## src/rtl/alu_share_arbiter_pkg.sv

```systemverilog
// Shared types and defaults for the ALU-sharing arbiter: FSM state encoding,
// default parameter values and the opcode the bench uses for addition.
package alu_share_pkg;

  localparam int DEF_NUM_REQ = 4;
  localparam int DEF_DATA_W  = 8;
  localparam int DEF_OP_W    = 3;
  localparam int DEF_CNT_W   = 16;

  localparam logic [2:0] OP_ADD = 3'b000;

  typedef enum logic [1:0] {
    IDLE = 2'd0,
    EXEC = 2'd1,
    RESP = 2'd2
  } state_e;

  // Requester-index width; a single requester still needs one bit.
  function automatic int id_width(input int n);
    return (n > 1) ? $clog2(n) : 1;
  endfunction

endpackage

```

## src/rtl/alu_share_arbiter_if.sv

```systemverilog
// Request, ALU and response bundle between the requesters/ALU/consumer (master)
// and the arbiter (slave).
interface alu_share_arbiter_if
  import alu_share_pkg::*;
#(
  parameter int NUM_REQ = DEF_NUM_REQ,
  parameter int DATA_W  = DEF_DATA_W,
  parameter int OP_W    = DEF_OP_W,
  parameter int CNT_W   = DEF_CNT_W
);
  localparam int ID_W = id_width(NUM_REQ);

  logic [NUM_REQ-1:0]        req_valid_i;
  logic [NUM_REQ-1:0]        req_ready_o;
  logic [NUM_REQ*DATA_W-1:0] req_a_i;
  logic [NUM_REQ*DATA_W-1:0] req_b_i;
  logic [NUM_REQ*OP_W-1:0]   req_op_i;
  logic [DATA_W-1:0]         alu_a_o;
  logic [DATA_W-1:0]         alu_b_o;
  logic [OP_W-1:0]           alu_op_o;
  logic [DATA_W-1:0]         alu_res_i;
  logic                      rsp_valid_o;
  logic                      rsp_ready_i;
  logic [DATA_W-1:0]         rsp_data_o;
  logic [ID_W-1:0]           rsp_id_o;
  logic [CNT_W-1:0]          done_cnt_o;

  modport slave (
    input  req_valid_i, req_a_i, req_b_i, req_op_i, alu_res_i, rsp_ready_i,
    output req_ready_o, alu_a_o, alu_b_o, alu_op_o,
    output rsp_valid_o, rsp_data_o, rsp_id_o, done_cnt_o
  );

  modport master (
    output req_valid_i, req_a_i, req_b_i, req_op_i, alu_res_i, rsp_ready_i,
    input  req_ready_o, alu_a_o, alu_b_o, alu_op_o,
    input  rsp_valid_o, rsp_data_o, rsp_id_o, done_cnt_o
  );

endinterface

```

## src/rtl/alu_share_arbiter_rr_pick.sv

```systemverilog
// Combinational round-robin picker: first set request strictly after the
// last-grant pointer, wrapping around.
module rr_pick #(
  parameter int NUM_REQ = 4,
  parameter int ID_W    = 2
) (
  input  logic [NUM_REQ-1:0] i_req,
  input  logic [ID_W-1:0]    i_ptr,
  output logic [NUM_REQ-1:0] o_grant,
  output logic [ID_W-1:0]    o_idx,
  output logic               o_any
);

  always_comb begin : p_pick
    int idx;
    o_idx = '0;
    o_any = 1'b0;
    // Walk the search order backwards so the earliest candidate overwrites last.
    for (int k = NUM_REQ; k >= 1; k--) begin
      idx = int'(i_ptr) + k;
      if (idx >= NUM_REQ) idx = idx - NUM_REQ;
      if (i_req[idx]) begin
        o_idx = ID_W'(idx);
        o_any = 1'b1;
      end
    end
  end

  assign o_grant = o_any ? (NUM_REQ'(1) << o_idx) : '0;

endmodule

```

## src/rtl/alu_share_arbiter.sv

```systemverilog
// Round-robin front end for one shared combinational ALU: accept one request,
// present its registered operands for a cycle, then hold the result until taken.
module alu_share_arbiter
  import alu_share_pkg::*;
#(
  parameter int NUM_REQ = DEF_NUM_REQ,
  parameter int DATA_W  = DEF_DATA_W,
  parameter int OP_W    = DEF_OP_W,
  parameter int CNT_W   = DEF_CNT_W
) (
  input logic                clk,
  input logic                reset,
  alu_share_arbiter_if.slave bus
);

  localparam int ID_W = id_width(NUM_REQ);

  localparam logic [1:0] S_IDLE = IDLE;
  localparam logic [1:0] S_EXEC = EXEC;
  localparam logic [1:0] S_RESP = RESP;

  logic [1:0]        r_state;
  logic [ID_W-1:0]   r_ptr;
  logic [ID_W-1:0]   r_id;
  logic [DATA_W-1:0] r_a;
  logic [DATA_W-1:0] r_b;
  logic [OP_W-1:0]   r_op;
  logic              r_rsp_valid;
  logic [DATA_W-1:0] r_rsp_data;
  logic [ID_W-1:0]   r_rsp_id;
  logic [CNT_W-1:0]  r_done;

  logic [NUM_REQ-1:0] w_grant_oh;
  logic [ID_W-1:0]    w_grant_idx;
  logic               w_any;
  logic               w_accept;
  logic [DATA_W-1:0]  w_sel_a  [NUM_REQ];
  logic [DATA_W-1:0]  w_sel_b  [NUM_REQ];
  logic [OP_W-1:0]    w_sel_op [NUM_REQ];

  for (genvar gi = 0; gi < NUM_REQ; gi++) begin : g_unpack
    assign w_sel_a[gi]  = bus.req_a_i[gi*DATA_W +: DATA_W];
    assign w_sel_b[gi]  = bus.req_b_i[gi*DATA_W +: DATA_W];
    assign w_sel_op[gi] = bus.req_op_i[gi*OP_W +: OP_W];
  end

  rr_pick #(
    .NUM_REQ (NUM_REQ),
    .ID_W    (ID_W)
  ) u_pick (
    .i_req   (bus.req_valid_i),
    .i_ptr   (r_ptr),
    .o_grant (w_grant_oh),
    .o_idx   (w_grant_idx),
    .o_any   (w_any)
  );

  assign w_accept = (r_state == S_IDLE) && w_any;

  // Gated by reset as well so every output reads 0 while reset is held.
  assign bus.req_ready_o = ((r_state == S_IDLE) && !reset) ? w_grant_oh : '0;
  assign bus.alu_a_o     = r_a;
  assign bus.alu_b_o     = r_b;
  assign bus.alu_op_o    = r_op;
  assign bus.rsp_valid_o = r_rsp_valid;
  assign bus.rsp_data_o  = r_rsp_data;
  assign bus.rsp_id_o    = r_rsp_id;
  assign bus.done_cnt_o  = r_done;

  always_ff @(posedge clk or posedge reset) begin
    if (reset) begin
      r_state     <= S_IDLE;
      r_ptr       <= ID_W'(NUM_REQ - 1);
      r_id        <= '0;
      r_a         <= '0;
      r_b         <= '0;
      r_op        <= '0;
      r_rsp_valid <= 1'b0;
      r_rsp_data  <= '0;
      r_rsp_id    <= '0;
      r_done      <= '0;
    end else begin
      case (r_state)
        S_IDLE: begin
          if (w_accept) begin
            r_a     <= w_sel_a[w_grant_idx];
            r_b     <= w_sel_b[w_grant_idx];
            r_op    <= w_sel_op[w_grant_idx];
            r_id    <= w_grant_idx;
            r_ptr   <= w_grant_idx;
            r_state <= S_EXEC;
          end
        end
        S_EXEC: begin
          r_rsp_data  <= bus.alu_res_i;
          r_rsp_id    <= r_id;
          r_rsp_valid <= 1'b1;
          r_state     <= S_RESP;
        end
        S_RESP: begin
          if (bus.rsp_ready_i) begin
            r_rsp_valid <= 1'b0;
            r_done      <= r_done + CNT_W'(1);
            r_state     <= S_IDLE;
          end
        end
        default: r_state <= S_IDLE;
      endcase
    end
  end

endmodule
```

## src/flat_wrapper.sv

```systemverilog
// flat-port wrapper written by rule: the top's interface ports become plain ports
module alu_share_arbiter_flat import alu_share_pkg::*;
#(
  parameter int NUM_REQ = DEF_NUM_REQ,
  parameter int DATA_W  = DEF_DATA_W,
  parameter int OP_W    = DEF_OP_W,
  parameter int CNT_W   = DEF_CNT_W
)
  (clk, reset, bus_req_valid_i, bus_req_a_i, bus_req_b_i, bus_req_op_i, bus_alu_res_i, bus_rsp_ready_i, bus_req_ready_o, bus_alu_a_o, bus_alu_b_o, bus_alu_op_o, bus_rsp_valid_o, bus_rsp_data_o, bus_rsp_id_o, bus_done_cnt_o);
  alu_share_arbiter_if #(.NUM_REQ(NUM_REQ), .DATA_W(DATA_W), .OP_W(OP_W), .CNT_W(CNT_W)) bus_i ();
  input logic clk;
  input logic reset;
  input wire logic [$bits(bus_i.req_valid_i)-1:0] bus_req_valid_i;
  input wire logic [$bits(bus_i.req_a_i)-1:0] bus_req_a_i;
  input wire logic [$bits(bus_i.req_b_i)-1:0] bus_req_b_i;
  input wire logic [$bits(bus_i.req_op_i)-1:0] bus_req_op_i;
  input wire logic [$bits(bus_i.alu_res_i)-1:0] bus_alu_res_i;
  input wire logic [$bits(bus_i.rsp_ready_i)-1:0] bus_rsp_ready_i;
  output wire logic [$bits(bus_i.req_ready_o)-1:0] bus_req_ready_o;
  output wire logic [$bits(bus_i.alu_a_o)-1:0] bus_alu_a_o;
  output wire logic [$bits(bus_i.alu_b_o)-1:0] bus_alu_b_o;
  output wire logic [$bits(bus_i.alu_op_o)-1:0] bus_alu_op_o;
  output wire logic [$bits(bus_i.rsp_valid_o)-1:0] bus_rsp_valid_o;
  output wire logic [$bits(bus_i.rsp_data_o)-1:0] bus_rsp_data_o;
  output wire logic [$bits(bus_i.rsp_id_o)-1:0] bus_rsp_id_o;
  output wire logic [$bits(bus_i.done_cnt_o)-1:0] bus_done_cnt_o;
  assign bus_i.req_valid_i = bus_req_valid_i;
  assign bus_i.req_a_i = bus_req_a_i;
  assign bus_i.req_b_i = bus_req_b_i;
  assign bus_i.req_op_i = bus_req_op_i;
  assign bus_i.alu_res_i = bus_alu_res_i;
  assign bus_i.rsp_ready_i = bus_rsp_ready_i;
  assign bus_req_ready_o = bus_i.req_ready_o;
  assign bus_alu_a_o = bus_i.alu_a_o;
  assign bus_alu_b_o = bus_i.alu_b_o;
  assign bus_alu_op_o = bus_i.alu_op_o;
  assign bus_rsp_valid_o = bus_i.rsp_valid_o;
  assign bus_rsp_data_o = bus_i.rsp_data_o;
  assign bus_rsp_id_o = bus_i.rsp_id_o;
  assign bus_done_cnt_o = bus_i.done_cnt_o;
  alu_share_arbiter #(.NUM_REQ(NUM_REQ), .DATA_W(DATA_W), .OP_W(OP_W), .CNT_W(CNT_W)) u_core (.clk(clk), .reset(reset), .bus(bus_i));
endmodule
```

## config.mk

```make
export PLATFORM = sky130hd
export DESIGN_NAME = alu_share_arbiter_flat
export DESIGN_NICKNAME = d
export VERILOG_FILES = /design/src/rtl/alu_share_arbiter_pkg.sv /design/src/rtl/alu_share_arbiter_if.sv /design/src/rtl/alu_share_arbiter_rr_pick.sv /design/src/rtl/alu_share_arbiter.sv /design/src/flat_wrapper.sv
export SDC_FILE = /design/constraint.sdc
export NUM_CORES = 1
export LEC_CHECK = 0
export CAP_MARGIN = 25
export CORE_MARGIN = 4
export CORE_UTILIZATION = 40
export CTS_CLUSTER_SIZE = 12
export DETAILED_ROUTE_END_ITERATION = 7
export PLACE_DENSITY = 0.88
export SETUP_SLACK_MARGIN = 0.1
export SLEW_MARGIN = 15
export SYNTH_ARGS = -nofsm -noshare
export SYNTH_HDL_FRONTEND = slang
export SYNTH_HIERARCHICAL = 1
export SYNTH_SLANG_ARGS = --single-unit
```

## constraint.sdc

```tcl
create_clock -name clk -period 5.5 [get_ports clk]
set_clock_uncertainty 0.15 [all_clocks]
set_input_delay 1.1 -clock clk [delete_from_list [all_inputs] [get_ports clk]]
set_output_delay 1.1 -clock clk [all_outputs]
set_load 0.01 [all_outputs]
```

# After elaboration in Yosys (flattened, before gate mapping)
# Index checks and enable logic that the tools add are counted.
# op_classes
n_lt_le_gt_ge	9
n_mux	40
n_reduce_logical	9
shifts	1
bitwise_logic	1
eq_ne	4
add_sub_neg	9
# op_table
op	n
32-bit by 4-bit less-than comparator with 1-bit output, second input constant	4
32-bit two-way mux	4
8-bit binary-select mux with 2-bit select	2
32-bit by 4-bit >= comparator with 1-bit output, second input constant	1
8-bit two-way mux	4
32-bit by 4-bit subtractor with 32-bit output, second input constant	1
16-bit by 1-bit adder with 16-bit output, second input constant	1
1-bit two-way mux	13
3-bit >= comparator, second input constant	4
2-bit two-way mux	6
3-bit by 3-bit subtractor with 4-bit output, second input constant	3
1-bit binary-select mux with 2-bit select	4
4-bit two-way mux	2
2-bit AND reduction	4
2-bit by 2-bit adder with 3-bit output, second input constant	2
3-bit binary-select mux with 2-bit select	1
3-bit two-way mux	2
2-bit one-hot mux with 3 select lines	1
2-bit by 3-bit adder with 4-bit output, second input constant	1
1-bit by 2-bit << shifter with 4-bit output, first input constant	1
2-bit by 1-bit adder with 3-bit output, second input constant	1
2-bit inverter with 3-bit output	1
2-bit by 1-bit equality test with 1-bit output, second input constant	1
2-bit equality test, second input constant	1
7 further kinds	8
# word_totals
reg_bits	52
out_inout_bits	50
word_cells	83
inputBits	91

# Depth between registers and ports, before layout
# logic_depth
ltp_word	14
mapped_depth	7
depth_no_buf	5

# Cells and area by module
# The synthesis kept the hierarchy.
# modules_own_cells
module	cells_per_inst	n_inst	seq_area_each_um2	area_per_inst_um2
alu_share_arbiter	178	1	1303.8	2588.7
rr_pick	28	1	0.0	165.2

# Least setup slack after synthesis
# OpenSTA, ideal clock, no wires.
# synth_path
kind	input to output
start	in bus_req_valid_i[1]
end	out bus_req_ready_o[0]
t_arrival_ns	1.632
stages	4
n_path_buf	0
setup_slack_ns	2.618
t_required_ns	4.250
path_cell_list	nand2b_2 -> nand2b_1 -> a221oi_1 -> and2_1
# synth_via
elab_chain_len	10
elab_cells_between_ends	23
classes_between	1 x shift; 22 x mux
# synth_lines
item	line	rtl
from (decl)	flat_wrapper.sv:13	input wire logic [$bits(bus_i.req_valid_i)-1:0] bus_req_valid_i;
1-bit binary-select mux with 2-bit select	alu_share_arbiter_rr_pick.sv:22	if (i_req[idx]) begin
1-bit two-way mux (not written as such) (2 in series)	alu_share_arbiter_rr_pick.sv:22	
2-bit two-way mux (4 in series)	alu_share_arbiter_rr_pick.sv:22	
1-bit by 2-bit << shifter with 4-bit output	alu_share_arbiter_rr_pick.sv:29	assign o_grant = o_any ? (NUM_REQ'(1) << o_idx) : '0;
4-bit two-way mux *	alu_share_arbiter_rr_pick.sv:29	
net u_core.w_grant_oh[0]	alu_share_arbiter.sv:33	logic [NUM_REQ-1:0] w_grant_oh;
4-bit two-way mux *	alu_share_arbiter.sv:61	assign bus.req_ready_o = ((r_state == S_IDLE) && !reset) ? w_grant_oh : '0;
to (decl)	flat_wrapper.sv:19	output wire logic [$bits(bus_i.req_ready_o)-1:0] bus_req_ready_o;
# The timed path passes the listed nets; every way through them passes the cells marked *. The select of a mux whose other input is x is not followed.

# Worst setup path after layout
# layout_path
start	in bus_req_valid_i[3]
end	out bus_req_ready_o[1]
# The elaborated chain is that of the path after synthesis.

==> results.ini <==
[global_routing]
grt_usage_pct = 16.9
grt-ovfl-total = 0
grt_max_degree = 31
grt_pass1_vias = 2327
antenna_found_initial = 0
grt_pass1_wl_um = 11400

[floorplan]
row_count = 29
die_w_um = 91.0
dieArea_mm2 = 0.00828
chipHeight_um = 91.0
fp.coreArea_mm2 = 0.00653
ios = 141
initial_core_util_pct = 42.2

[synth]
synth_edf_count = 0
synth_cells = 206
synth-seq-area-share_pct = 47.3
yosysTopAreaCell = dfrtp_1
ys_types = 39
synth_flop_cell = dfrtp_1
syn_avg_cell_area_um2 = 13.4
synth_area_leaders = dfrtp_1, mux4_2, mux2_2
async_reset_ff_share_pct = 100
synth_seq_cells = 52
synth_top_area_share_pct = 45.4
yosys_warnings = 6
syn_area_mm2 = 0.00275
synth_nets = 298

[cells_and_area]
syn2layout_area_growth_pct = 58.7
drive_gt1_share_pct = 22.9
fin_nets = 441
final_core_util_pct = 66.9
antennaDiodeCount = 0

[clocking]
cts_buffer_depth = 2
cts_setup_buffers = 0
cts_tree = done
htreeDepth = 2
clock_sinks = 52
cts.hold.buffers_added = 0
cts.reportedPaths.clkPinSlew_ns = 0.09
cts_resized = 0
clk_latency_ns = 0.30
root_buffer = clkbuf_8
cts_buffers = 5

[timing]
clock.fmax_mhz = 242
drv_slew = 0
rsz0062_at_grt = false
period_needed_ns = 4.13
finalSetupViolations = 0
hold_violations = 0
worstMarginPinSlew_ns = 0.614
setup_tns_ns = 0
timing.hold.ws_ns = 0.339
fin_crit_sh_pct = 75.1
relSlewSlack_pct = 59.0

[pwr]
p_per_area_mw_per_mm2 = 439
p_leak_nw = 1.76
ir_worst_vdd_uv = 211

[routing]
vias = 2178
via_per_inst = 5.10
drt_iter0_markers = 37
drc = 0
wl_um = 6920
firstDrtPassIters = 4
wl_per_cell_um = 16.2
postRouteAntennaNets = 0

[job]
maxCapViolCount = 0

[worst_setup_path]
worstPathArrival_ns = 2.88
cp-start-kind = input pin
critPathMaxFanout = 7
required_ns = 4.25
crit_type = in -> out
end_kind = output port

[placed_design]
gp_congestion = 0.782
port_buffers = 140
dpl.hpwl_um = 5750

[outcome]
run_status = finished clean

[worst_hold_path]
hold_path.class = reg -> reg

==> cell type report <==
| cell class | instances | area [um2] |
|---|---|---|
| Clock inverter | 3 | 42.5 |
| Multi-Input combinational cell | 135 | 1360 |
| Timing Repair Buffer | 145 | 1470 |
| Clock buffer | 5 | 68.8 |
| Inverter | 10 | 37.5 |
| Tap cell | 77 | 96.3 |
| Fill cell | 488 | 2160 |
| Sequential cell | 52 | 1300 |
==> power breakdown <==
part           internal, mW  switching [mW]  total (mW)
clock network         0.135           0.122       0.257
registers             0.542           0.115       0.658
logic                 0.627           0.379        1.01
total                  1.30           0.617        1.92
==> path summary, 6_finish.rpt <==
check,start,end,slack (ns),depth (start not counted)
max,bus_req_valid_i[3],bus_req_ready_o[1],1.37,6
min,u_core/bus.done_cnt_o[15]$_DFFE_PP0P_,u_core/bus.done_cnt_o[15]$_DFFE_PP0P_,0.34,1
max reg2reg,u_core/r_ptr[0]$_DFFE_PP1P_,u_core/bus.alu_op_o[0]$_DFFE_PP0P_,3.02,6
min reg2reg,u_core/bus.done_cnt_o[15]$_DFFE_PP0P_,u_core/bus.done_cnt_o[15]$_DFFE_PP0P_,0.34,1
max in group asynchronous,reset,u_core/r_ptr[1]$_DFFE_PP1P_,3.59,3
min in group asynchronous,reset,u_core/bus.rsp_valid_o$_DFFE_PP0P_,1.02,2
==> synth_stat cells (3+ instances only) <==
cell type and n:
a21oi_1 6, and2_1 5, buf_6 5, dfrtp_1 50, inv_1 9, mux2_2 29, mux4_2 19, nand2_1 14
nand2b_2 3, nand3_1 6, nand4_1 3, nor2_1 6, o21ai_0 4, xnor2_1 12, xor2_1 3
==> critical path, cell delays in order <==
cell             delay, ns
clkdlybuf4s50_1       0.54
nor2_1                0.34
a21oi_1               0.07
o22ai_1               0.14
and2_1                0.14
clkdlybuf4s50_1       0.54
==> per-layer routing <==
metal	up-vias	global-route usage, %	share of wire (%)
met3	6	8.02	12
met5	-	0	0
met2	105	30.8	53
met1	1041	18.2	35
li1	1026	-	-
met4	0	2.76	0.52
==> registers in the layout, indices dropped and copies added (netlist names) <==
signal                  count
u_core/bus.alu_b_o          8
u_core/bus.alu_op_o         3
u_core/bus.alu_a_o          8
u_core/bus.rsp_id_o         2
u_core/r_ptr                2
u_core/bus.rsp_valid_o      1
u_core/r_state              2
u_core/bus.done_cnt_o      16
u_core/r_id                 2
u_core/bus.rsp_data_o       8
==> kinds of logic after synthesis <==
kind of cell | synth area share (%)
AO/OA/AOI/OAI | 3.63
buffers and inverters | 4.04
adder cells (fa/ha/maj) | 0.454
AND/OR/NAND/NOR | 12.4
multiplexers | 27.4
XOR/XNOR | 4.77
flip-flops | 47.3
==> layout by cell type, fill, tap and decap left out, drive strengths merged, types with 2 or more instances in the layout <==
cell type      instances
xor2                   3
dfstp                  2
o22ai                  2
nor3                   4
dfrtp                 50
and2                   5
mux2                  29
buf                    5
inv                   10
nor3b                  2
xnor2                 12
or2                    2
mux4                  19
o21ai                  4
nand2b                 5
a21oi                  7
nand2                 14
nor2                   8
nand3                  6
clkdlybuf4s50        140
clkbuf                 5
nand4                  4
==> stage by stage <==
step	power (mW)	instances	setup slack (ns)	cell area, um2
floorplan	1.24	206	2.62	2750
global route	2.05	427	1.29	4370
CTS	1.94	425	1.39	4350
global placement	1.63	415	1.49	4200
detailed placement	1.68	417	1.38	4240
finish	1.92	427	1.37	4370
(Power assumes the default switching activity.)
